--- src/rtl/id_fwd_stage_pkg.sv ---
// Shared definitions for the ID stage: payload layout, forward-entry field map,
// LA32 opcode constants and the source-operand usage table.
package id_fwd_stage_pkg;

  localparam int unsigned INST_W     = 32;
  localparam int unsigned PC_W       = 32;
  localparam int unsigned FS_DS_W    = INST_W + PC_W;
  localparam int unsigned REG_FIELD_W = 5;

  // Forward entry = {valid, we, ready, addr, data}; offsets below are inside the 3-bit control field
  localparam int unsigned FWD_CTRL_W    = 3;
  localparam int unsigned FWD_VALID_OFS = 2;
  localparam int unsigned FWD_WE_OFS    = 1;
  localparam int unsigned FWD_READY_OFS = 0;

  function automatic int unsigned fwd_w(input int unsigned aw, input int unsigned dw);
    return FWD_CTRL_W + aw + dw;
  endfunction

  // Opcode prefixes, matched against inst[31:20]
  localparam logic [5:0]  OP6_B       = 6'b010100;
  localparam logic [5:0]  OP6_BL      = 6'b010101;
  localparam logic [5:0]  OP6_BEQ     = 6'b010110;
  localparam logic [5:0]  OP6_BNE     = 6'b010111;
  localparam logic [6:0]  OP7_LU12I_W = 7'b0001010;
  localparam logic [9:0]  OP10_ST_W   = 10'b0010100110;
  localparam logic [11:0] OP12_3R     = 12'h001;

  typedef struct packed {
    logic [INST_W-1:0] inst;
    logic [PC_W-1:0]   pc;
  } fs_ds_bus_t;

  typedef struct packed {
    logic src1_en;
    logic src2_en;
    logic src2_is_rd;
  } src_use_t;

  // Which register operands an instruction reads, and where src2 lives
  function automatic src_use_t src_use_of(input logic [11:0] op);
    src_use_t u;
    logic is_b, is_bl, is_beq, is_bne, is_lu12i, is_st, is_3r;
    is_b     = (op[11:6] == OP6_B);
    is_bl    = (op[11:6] == OP6_BL);
    is_beq   = (op[11:6] == OP6_BEQ);
    is_bne   = (op[11:6] == OP6_BNE);
    is_lu12i = (op[11:5] == OP7_LU12I_W);
    is_st    = (op[11:2] == OP10_ST_W);
    is_3r    = (op == OP12_3R);
    u.src1_en    = ~(is_b | is_bl | is_lu12i);
    u.src2_en    = is_beq | is_bne | is_st | is_3r;
    u.src2_is_rd = is_beq | is_bne | is_st;
    return u;
  endfunction

endpackage

--- src/rtl/id_fwd_stage_src_decode.sv ---
// Source-operand decode: instruction -> register read enables and addresses.
module id_src_decode
  import id_fwd_stage_pkg::*;
#(
  parameter int unsigned AW = 5
) (
  input  logic [INST_W-1:0] inst,
  output logic              src1_en,
  output logic              src2_en,
  output logic [AW-1:0]     raddr1,
  output logic [AW-1:0]     raddr2
);

  src_use_t use_c;
  logic     unused_imm_bits;

  always_comb begin
    use_c = src_use_of(inst[31:20]);
  end

  assign src1_en = use_c.src1_en;
  assign src2_en = use_c.src2_en;
  assign raddr1  = AW'(inst[9:5]);
  assign raddr2  = use_c.src2_is_rd ? AW'(inst[4:0]) : AW'(inst[14:10]);

  // Immediate/opcode-tail bits carry no register information
  assign unused_imm_bits = ^inst[19:15];

endmodule

--- src/rtl/id_fwd_stage.sv ---
// Decode pipeline slot with RAW bypassing from NUM_FWD producer stages.
// Define ID_FWD_EN for the bypass mux; without it the stage interlocks on every match.
module id_fwd_stage
  import id_fwd_stage_pkg::*;
#(
  parameter int unsigned NUM_FWD = 3,
  parameter int unsigned DATA_W  = 32,
  parameter int unsigned AW      = 5,
  parameter int unsigned CNT_W   = 16
) (
  input  logic                                        clk,
  input  logic                                        resetn,
  input  logic                                        fs_to_ds_valid,
  input  logic [FS_DS_W-1:0]                          fs_to_ds_bus,
  output logic                                        ds_allowin,
  input  logic                                        es_allowin,
  input  logic                                        ds_flush,
  output logic                                        ds_to_es_valid,
  output logic [FS_DS_W+2*DATA_W-1:0]                 ds_to_es_bus,
  output logic [AW-1:0]                               rf_raddr1,
  output logic [AW-1:0]                               rf_raddr2,
  input  logic [DATA_W-1:0]                           rf_rdata1,
  input  logic [DATA_W-1:0]                           rf_rdata2,
  input  logic [NUM_FWD*(FWD_CTRL_W+AW+DATA_W)-1:0]   fwd_bus,
  output logic [CNT_W-1:0]                            stall_cnt
);

  localparam int unsigned FWD_W   = fwd_w(AW, DATA_W);
  localparam int unsigned CTRL_LSB = DATA_W + AW;

  logic        ds_valid;
  fs_ds_bus_t  ds_payload;
  logic        ds_ready_go;
  logic        src1_en, src2_en;
  logic        src1_chk, src2_chk;
  logic        src1_stall, src2_stall;
  logic [DATA_W-1:0] src1_sel, src2_sel;
  logic [DATA_W-1:0] src1_val, src2_val;
  logic [NUM_FWD-1:0] hit1_vec, hit2_vec;

  id_src_decode #(.AW(AW)) u_src_decode (
    .inst    (ds_payload.inst),
    .src1_en (src1_en),
    .src2_en (src2_en),
    .raddr1  (rf_raddr1),
    .raddr2  (rf_raddr2)
  );

  // r0 is hard-wired zero, so it can never be the target of a producer
  assign src1_chk = src1_en & (rf_raddr1 != '0);
  assign src2_chk = src2_en & (rf_raddr2 != '0);

`ifdef ID_FWD_EN
  logic [NUM_FWD-1:0]        rdy_vec;
  logic [NUM_FWD*DATA_W-1:0] data_vec;
  logic                      hit1, hit2, rdy1, rdy2;
  logic [DATA_W-1:0]         byp1, byp2;
`endif

  for (genvar i = 0; i < NUM_FWD; i++) begin : g_fwd
    logic [FWD_W-1:0] ent;
    logic [AW-1:0]    ent_addr;
    logic             ent_live;
    assign ent      = fwd_bus[i*FWD_W +: FWD_W];
    assign ent_addr = ent[DATA_W +: AW];
    assign ent_live = ent[CTRL_LSB+FWD_VALID_OFS] & ent[CTRL_LSB+FWD_WE_OFS];
    assign hit1_vec[i] = ent_live & src1_chk & (ent_addr == rf_raddr1);
    assign hit2_vec[i] = ent_live & src2_chk & (ent_addr == rf_raddr2);
`ifdef ID_FWD_EN
    assign rdy_vec[i]                  = ent[CTRL_LSB+FWD_READY_OFS];
    assign data_vec[i*DATA_W +: DATA_W] = ent[DATA_W-1:0];
`else
    logic unused_ent;
    assign unused_ent = ^ent;
`endif
  end

`ifdef ID_FWD_EN
  // Priority select: scan oldest to youngest so the lowest index wins,
  // including when the youngest match is not ready yet
  always_comb begin
    hit1 = 1'b0;
    rdy1 = 1'b1;
    byp1 = rf_rdata1;
    hit2 = 1'b0;
    rdy2 = 1'b1;
    byp2 = rf_rdata2;
    for (int k = int'(NUM_FWD) - 1; k >= 0; k--) begin
      if (hit1_vec[k]) begin
        hit1 = 1'b1;
        rdy1 = rdy_vec[k];
        byp1 = data_vec[k*DATA_W +: DATA_W];
      end
      if (hit2_vec[k]) begin
        hit2 = 1'b1;
        rdy2 = rdy_vec[k];
        byp2 = data_vec[k*DATA_W +: DATA_W];
      end
    end
  end

  assign src1_stall = hit1 & ~rdy1;
  assign src2_stall = hit2 & ~rdy2;
  assign src1_sel   = byp1;
  assign src2_sel   = byp2;
`else
  assign src1_stall = |hit1_vec;
  assign src2_stall = |hit2_vec;
  assign src1_sel   = rf_rdata1;
  assign src2_sel   = rf_rdata2;
`endif

  assign src1_val = (rf_raddr1 == '0) ? '0 : src1_sel;
  assign src2_val = (rf_raddr2 == '0) ? '0 : src2_sel;

  assign ds_ready_go    = ~(src1_stall | src2_stall);
  assign ds_allowin     = ~ds_valid | (ds_ready_go & es_allowin);
  assign ds_to_es_valid = ds_valid & ds_ready_go;
  assign ds_to_es_bus   = {ds_payload, src1_val, src2_val};

  // Slot occupancy; a flush wins over any incoming payload
  always_ff @(posedge clk or negedge resetn) begin
    if (!resetn) begin
      ds_valid <= 1'b0;
    end else if (ds_flush) begin
      ds_valid <= 1'b0;
    end else if (ds_allowin) begin
      ds_valid <= fs_to_ds_valid;
    end
  end

  always_ff @(posedge clk or negedge resetn) begin
    if (!resetn) begin
      ds_payload <= '0;
    end else if (!ds_flush && ds_allowin && fs_to_ds_valid) begin
      ds_payload <= fs_ds_bus_t'(fs_to_ds_bus);
    end
  end

  // Saturating hazard-stall counter; the flush cycle itself is not a stall
  always_ff @(posedge clk or negedge resetn) begin
    if (!resetn) begin
      stall_cnt <= '0;
    end else if (ds_valid && !ds_ready_go && !ds_flush && (stall_cnt != {CNT_W{1'b1}})) begin
      stall_cnt <= stall_cnt + CNT_W'(1);
    end
  end

endmodule
--- config.mk ---
export PLATFORM = sky130hd
export DESIGN_NAME = id_fwd_stage
export DESIGN_NICKNAME = d
export VERILOG_FILES = /design/src/rtl/id_fwd_stage_pkg.sv /design/src/rtl/id_fwd_stage_src_decode.sv /design/src/rtl/id_fwd_stage.sv
export SDC_FILE = /design/constraint.sdc
export NUM_CORES = 1
export LEC_CHECK = 0
export BUFFER_PORTS_ARGS = -buffer_cell sky130_fd_sc_hd__buf_2
export CAP_MARGIN = 5
export CORE_AREA = 10 10 149 151
export CTS_CLUSTER_DIAMETER = 200
export DETAILED_ROUTE_END_ITERATION = 12
export DIE_AREA = 0 0 159 161
export GPL_TIMING_DRIVEN = 0
export HOLD_SLACK_MARGIN = 0.15
export MAX_ROUTING_LAYER = met4
export PLACE_DENSITY = 0.53
export SYNTH_ARGS = -nofsm -noshare
export SYNTH_HDL_FRONTEND = slang
export SYNTH_HIERARCHICAL = 1
export SYNTH_SLANG_ARGS = --single-unit
--- constraint.sdc ---
create_clock -name clk -period 3.6 [get_ports clk]
set_input_delay 0.36 -clock clk [delete_from_list [all_inputs] [get_ports clk]]
set_output_delay 0.36 -clock clk [all_outputs]
set_load 0.02 [all_outputs]
Word level (Yosys, flattened, before mapping)
Cells that the tools add are included.

Eq/ne operators: 14. Divide/modulo/power cells: 0. Magnitude comparators: 0. Reductions and logical operators: 13. Shift-type cells: 0. Multipliers: 0. Multiplexer cells: 5. Bitwise logic cells: 29. Add/subtract/negate cells: 1.

Operators by type and width (count): $mux W32 (2); $eq A5 B5 Y1 (6); $eq A6 B5 Y1 const B (4); $and A1 B1 Y1 (19); $add A16 B1 Y16 const B (1); $ne A16 B16 Y1 const B (1); $eq A12 B1 Y1 const B (1); $eq A10 B8 Y1 const B (1); $logic_not A5 Y1 (2); $reduce_bool A5 Y1 (2); $eq A7 B4 Y1 const B (1); $or A1 B1 Y1 (7); $reduce_or A3 Y1 (2); $logic_and A1 B1 Y1 (5); $mux W5 (1); $not A1 Y1 (3); $mux W1 (2); $reduce_bool A2 Y1 (1); $logic_not A1 Y1 (1).

Bits in writable memories: 0. Latch bits: 0. Register bits: 81. Input bits: 253. Output and inout bits: 156. Memories kept: 0. Bits in read-only memories: 0.

Depth between registers and ports, before layout
Depth in word-level cells: 15. Gate-level depth with buffers: 12.

Cells and area by module
Netlist, hierarchy kept.

Modules (own cells, without submodules): id_fwd_stage (cells each 331, area an instance 4063.9 µm², seq. area each 2026.9 µm², instances 1); id_src_decode (cells each 41, area an instance 287.8 µm², seq. area each 0.0 µm², instances 1).

Worst setup path after synthesis
Ideal clock, no wire load.

Kind: register to register. Start point: register ds_payload (netlist bit ds_to_es_bus[122]). End point: register ds_payload (netlist bit ds_to_es_bus[100]). Path slack: 0.054 ns. Arrival: 3.420 ns. Clock period less this slack: 3.546 ns. Cell stages (with the launch flop): 11. Cell sequence: dfrtp_1 nor4_4 and3_4 o211ai_1 or4_1 o21ai_0 a31oi_1 o31ai_4 nand3_4 buf_6 mux2_4.

Cells in the longest elaborated chain, start to end: 15. Elaborated cells between the ends (all ways): 40. Those cells by class: eq/ne (10); mux (1); bitwise (24); reduce/logical (5).

RTL lines: from (decl) (RTL line id_fwd_stage.sv:32) `fs_ds_bus_t ds_payload;`; from (signal assigned) (RTL line id_fwd_stage.sv:136) `ds_payload <= fs_ds_bus_t'(fs_to_ds_bus);`; $eq A6 B5 Y1 (on tied branches) (RTL line id_fwd_stage_pkg.sv:46, id_fwd_stage_pkg.sv:47); $or A1 B1 Y1 (RTL line id_fwd_stage_pkg.sv:53) `u.src2_is_rd = is_beq | is_bne | is_st;`; $or A1 B1 Y1 (*) (RTL line id_fwd_stage_pkg.sv:53); $mux W5 (*) (RTL line id_fwd_stage_src_decode.sv:24) `assign raddr2 = use_c.src2_is_rd ? AW'(inst[4:0]) : AW'(inst[14:10]);`; net rf_raddr2[0] (RTL line id_fwd_stage.sv:21) `output logic [AW-1:0] rf_raddr2,`; $reduce_bool A5 Y1 (RTL line id_fwd_stage.sv:51) `assign src2_chk = src2_en & (rf_raddr2 != '0);`; $and A1 B1 Y1 (RTL line id_fwd_stage.sv:51); $and A1 B1 Y1 (2 in series) (RTL line id_fwd_stage.sv:68) `assign hit2_vec[i] = ent_live & src2_chk & (ent_addr == rf_raddr2);`; $reduce_or A3 Y1 (*) (RTL line id_fwd_stage.sv:108) `assign src2_stall = |hit2_vec;`; $or A1 B1 Y1 (*) (RTL line id_fwd_stage.sv:116) `assign ds_ready_go = ~(src1_stall | src2_stall);`; $not A1 Y1 (*) (RTL line id_fwd_stage.sv:116); $and A1 B1 Y1 (*) (RTL line id_fwd_stage.sv:117) `assign ds_allowin = ~ds_valid | (ds_ready_go & es_allowin);`; $or A1 B1 Y1 (*) (RTL line id_fwd_stage.sv:117); net ds_allowin (RTL line id_fwd_stage.sv:15) `output logic ds_allowin,`; $logic_and A1 B1 Y1 (*) (2 in series) (RTL line id_fwd_stage.sv:135) `end else if (!ds_flush && ds_allowin && fs_to_ds_valid) begin`.

The timed path passes the listed nets; every way through them passes the cells marked *. A chain may end at the register's enable or synchronous reset.

Final worst setup path
Start point: register ds_payload (netlist bit ds_to_es_bus[122]). End point: register ds_payload (netlist bit ds_to_es_bus[125]).

Cells in the longest elaborated chain, start to end: 15. Elaborated cells between the ends (all ways): 40. Those cells by class: eq/ne (10); mux (1); bitwise (24); reduce/logical (5).

RTL lines (RTL line): $eq A6 B5 Y1 (on tied branches) (id_fwd_stage_pkg.sv:46, id_fwd_stage_pkg.sv:47); $or A1 B1 Y1 (2 in series) (id_fwd_stage_pkg.sv:52, id_fwd_stage_pkg.sv:53); $mux W5 (id_fwd_stage_src_decode.sv:24); $reduce_bool A5 Y1 (id_fwd_stage.sv:51); $and A1 B1 Y1 (id_fwd_stage.sv:51); $and A1 B1 Y1 (2 in series) (id_fwd_stage.sv:68); $reduce_or A3 Y1 (id_fwd_stage.sv:108); $or A1 B1 Y1 (*) (id_fwd_stage.sv:116); $not A1 Y1 (*) (id_fwd_stage.sv:116); $and A1 B1 Y1 (*) (id_fwd_stage.sv:117); $or A1 B1 Y1 (*) (id_fwd_stage.sv:117); $logic_and A1 B1 Y1 (*) (2 in series) (id_fwd_stage.sv:135).

Every way passes the cells marked *; elsewhere a longest branch is shown, timed or not.

==> results.sh <==
export IMPL_r2r_slack_ns=0.14
export IMPL_ys_async_sr_fraction_pct=100.0
export IMPL_die_area_um2=25600
export IMPL_hp_start="ds_flush"
export IMPL_avgSynthCellArea_um2=11.70
export IMPL_core_area_um2=19210
export IMPL_p_leak_uw=0.003515
export IMPL_critPathKind="flip-flop to flip-flop"
export IMPL_startpoint_type="flip-flop"
export IMPL_ys_seq_area_share_pct=46.58
export IMPL_synthTopCellsByArea="dfrtp_1, mux2_2, nor2b_1"
export IMPL_grt_pass1_wl_um=29660
export IMPL_yosysWarnings=6
export IMPL_synth_commonest_cells="dfrtp_1, nor2b_1, mux2_2"
export IMPL_maxSlewHeadroom_pct=50.95
export IMPL_cts_made_buffers=9
export IMPL_syn_num_nets=626
export IMPL_antenna_left=0
export IMPL_num_rows=51
export IMPL_final_cell_area_um2=6955
export IMPL_crit_fanout=10
export IMPL_start_util_pct=22.66
export IMPL_dr_pass1_iters=5
export IMPL_worstPathRequired_ns=3.82
export IMPL_worstHoldPathType="input port to flip-flop"
export IMPL_grt_start_max_net_pins=46
export IMPL_syn2layout_area_growth_pct=59.83
export IMPL_clk_pin_slew_worst_paths_ns=0.06
export IMPL_rsz0062_at_grt="yes"
export IMPL_post_place_ws_ns=-0.6018
export IMPL_wl_per_cell_um=20.27
export IMPL_skew_ns=0.008767
export IMPL_grt_remaining_overflow=0
export IMPL_grt_pass1_vias=4581
export IMPL_ir_worst_vdd_mv=0.2407
export IMPL_synth_largest_area_cell="dfrtp_1"
export IMPL_fin_ws_ns=0.1352
export IMPL_final_cells=1007
export IMPL_root_buffer="clkbuf_16"
export IMPL_placed_area_um2=6260
export IMPL_ys_types=38
export IMPL_netlist_instances=372
export IMPL_min_period_ns=3.465
export IMPL_antenna_found_initial=21
export IMPL_syn_area_um2=4352
export IMPL_layout_drive_gt1_share_pct=61.55
export IMPL_ctsHtreeMaxLevel=3
export IMPL_port_buffers=309
export IMPL_ff2ff_path_depth=13
export IMPL_clk_path_buf_depth=2
export IMPL_finalSetupViolCount=0
export IMPL_synth_top_cell_area_share_pct=46.58
export IMPL_place_inst=947
export IMPL_place_congestion=0.8598
export IMPL_num_nets_final=972
export IMPL_synth_edff_count=0
export IMPL_yosys_register_bits=81
export IMPL_cap_violations=0
export IMPL_vias=4283
export IMPL_wirelength_um=20410
export IMPL_status="completed"
export IMPL_dp_hpwl_um=17190
export IMPL_worst_slew_pin_slew_ns=0.7324
export IMPL_startpoint="ds_to_es_bus[122]$_DFFE_PN0P_"
export IMPL_die_h_um=161
export IMPL_cts_tree="built"
export IMPL_r2r_start="ds_to_es_bus[122]$_DFFE_PN0P_"
export IMPL_synth_most_common_cell="dfrtp_1"
export IMPL_slew_viol_final=0
export IMPL_route_detailed_drc=0
export IMPL_cp_end_kind="flip-flop"
export IMPL_fin_tns_setup_ns=0
export IMPL_finalHoldViolations=0
export IMPL_die_w_um=159
export IMPL_cts_sinks=81
export IMPL_vias_per_cell=4.253
export IMPL_finalCritPeriodShare_pct=96.25
export IMPL_first_iter_violations=207
export IMPL_worst_skew_pair_late_latency_ns=0.34
export IMPL_max_freq_ghz=0.2886
export IMPL_synthFlopType="dfrtp_1"
export IMPL_hold_path_depth=2
export IMPL_crit_arrival_ns=3.68
export IMPL_num_io_pins=409
export IMPL_p_per_area_nw_per_um2=478.3
export IMPL_grt_usage_pct=15.66
## per-stage QoR
step / utilization (%) / total power, µW / hold slack (ns)
2_1_floorplan: - / 1778 / 0.06441
3_3_place_gp: 32.43 / 2231 / 0.4825
3_5_place_dp: 32.59 / 2246 / 0.3706
4_1_cts: 34.86 / 3325 / 0.1896
5_1_grt: 36.19 / 3504 / 0.1824
6_report: 36.21 / 3327 / 0.1970
## metal layers
metal | vias to the layer above | part of all wire, % | track usage (%)
li1 | 2021 | - | -
met2 | 219 | 44 | 23.17
met3 | 10 | 15 | 10.73
met5 | - | 0 | -
met1 | 2033 | 40 | 17.02
met4 | 0 | 0.89 | 3.580
## timing repair
action	4_1_cts	5_1_grt
hold buffers	1	0
hold endpoints to repair	36	0
buffers inserted	10	14
gates resized for setup	10	21
gates cloned	0	1
setup endpoints to repair	112	97
pin swaps	7	12
## report_power, final
part,internal (µW),switching (µW),leakage (µW),total (µW)
combinational,502,661,0.00237,1160
clock,647,374,0.000157,1020
sequential,1040,99.4,0.000984,1140
total,2190,1130,0.00352,3330
## area by class of cell
type                            count  area, µm²
Clock inverter                      2      60.06
Antenna cell                       19      47.55
Inverter                            5      18.77
Timing Repair Buffer              336       1823
Tap cell                          265      331.6
Fill cell                        1987      12250
Clock buffer                       14      264.0
Multi-Input combinational cell    265       2202
Sequential cell                    81       2032
Buffer                             20      176.4
## sequential cells by signal, summed over array words and instances (netlist names)
name	count
ds_to_es_bus	64
stall_cnt	16
ds_valid	1
## worst max-delay path: stages, from the launching register on
cell	delay [ns]
dfrtp_2	0.43
nor4_4	0.33
and3_4	0.27
o211ai_1	0.18
buf_4	0.19
xor2_1	0.16
nor4_2	0.29
nand4_1	0.22
a31oi_4	0.34
o31ai_4	0.15
nand3_4	0.15
buf_12	0.14
buf_8	0.15
mux2_2	0.33
## placed cells by master, fill, tap and decap left out, types with 2 or more instances in the layout
cell type  netlist  routed
a21oi_1          2       2
buf_12           0       4
buf_2            1     308
buf_4            5      28
buf_8            0       4
bufinv_16        0       2
clkbuf_1         8       7
clkbuf_16        0      10
clkbuf_2         0       3
clkbuf_8         0       2
dfrtp_1         81      77
dfrtp_2          0       4
diode_2          0      19
inv_1            5       5
mux2_2          54      54
mux2_4          11      11
nand2_1          6       6
nand3_1          7       7
nand3b_1         5       5
nand4_1         14      14
nor2_1           9       7
nor2_2           0       2
nor2b_1         65      65
nor3_1           4       4
nor4_1          12      11
o211ai_1         5       5
o21ai_0          6       2
o21ai_1          2       4
o21ai_2          0       2
or4_1            3       2
xnor2_1          7       7
xor2_1          38      38
## logic make-up (layout without fill, tap and decap cells)
family | Yosys count | in the layout | share of synthesized area (%)
and+or+nand+nor | 133 | 133 | 19.21
buffers and inverters | 26 | 377 | 3.738
DFF | 81 | 81 | 46.58
adders and majority gates | 1 | 1 | 0.2875
other | 0 | 19 | 0
xor gates and xnor gates | 45 | 45 | 9.057
muxes | 65 | 65 | 17.77
AOI/OAI and AO/OA | 21 | 21 | 3.364
## final timing paths
kind                                            endpoint
setup / recovery           ds_to_es_bus[125]$_DFFE_PN0P_
setup reg to reg           ds_to_es_bus[125]$_DFFE_PN0P_
min in group asynchronous  ds_to_es_bus[115]$_DFFE_PN0P_
max in group asynchronous           ds_valid$_DFFE_PN0P_
hold reg to reg             ds_to_es_bus[73]$_DFFE_PN0P_
hold / removal                      ds_valid$_DFFE_PN0P_
Note: power is estimated with default switching activity, not from simulation.
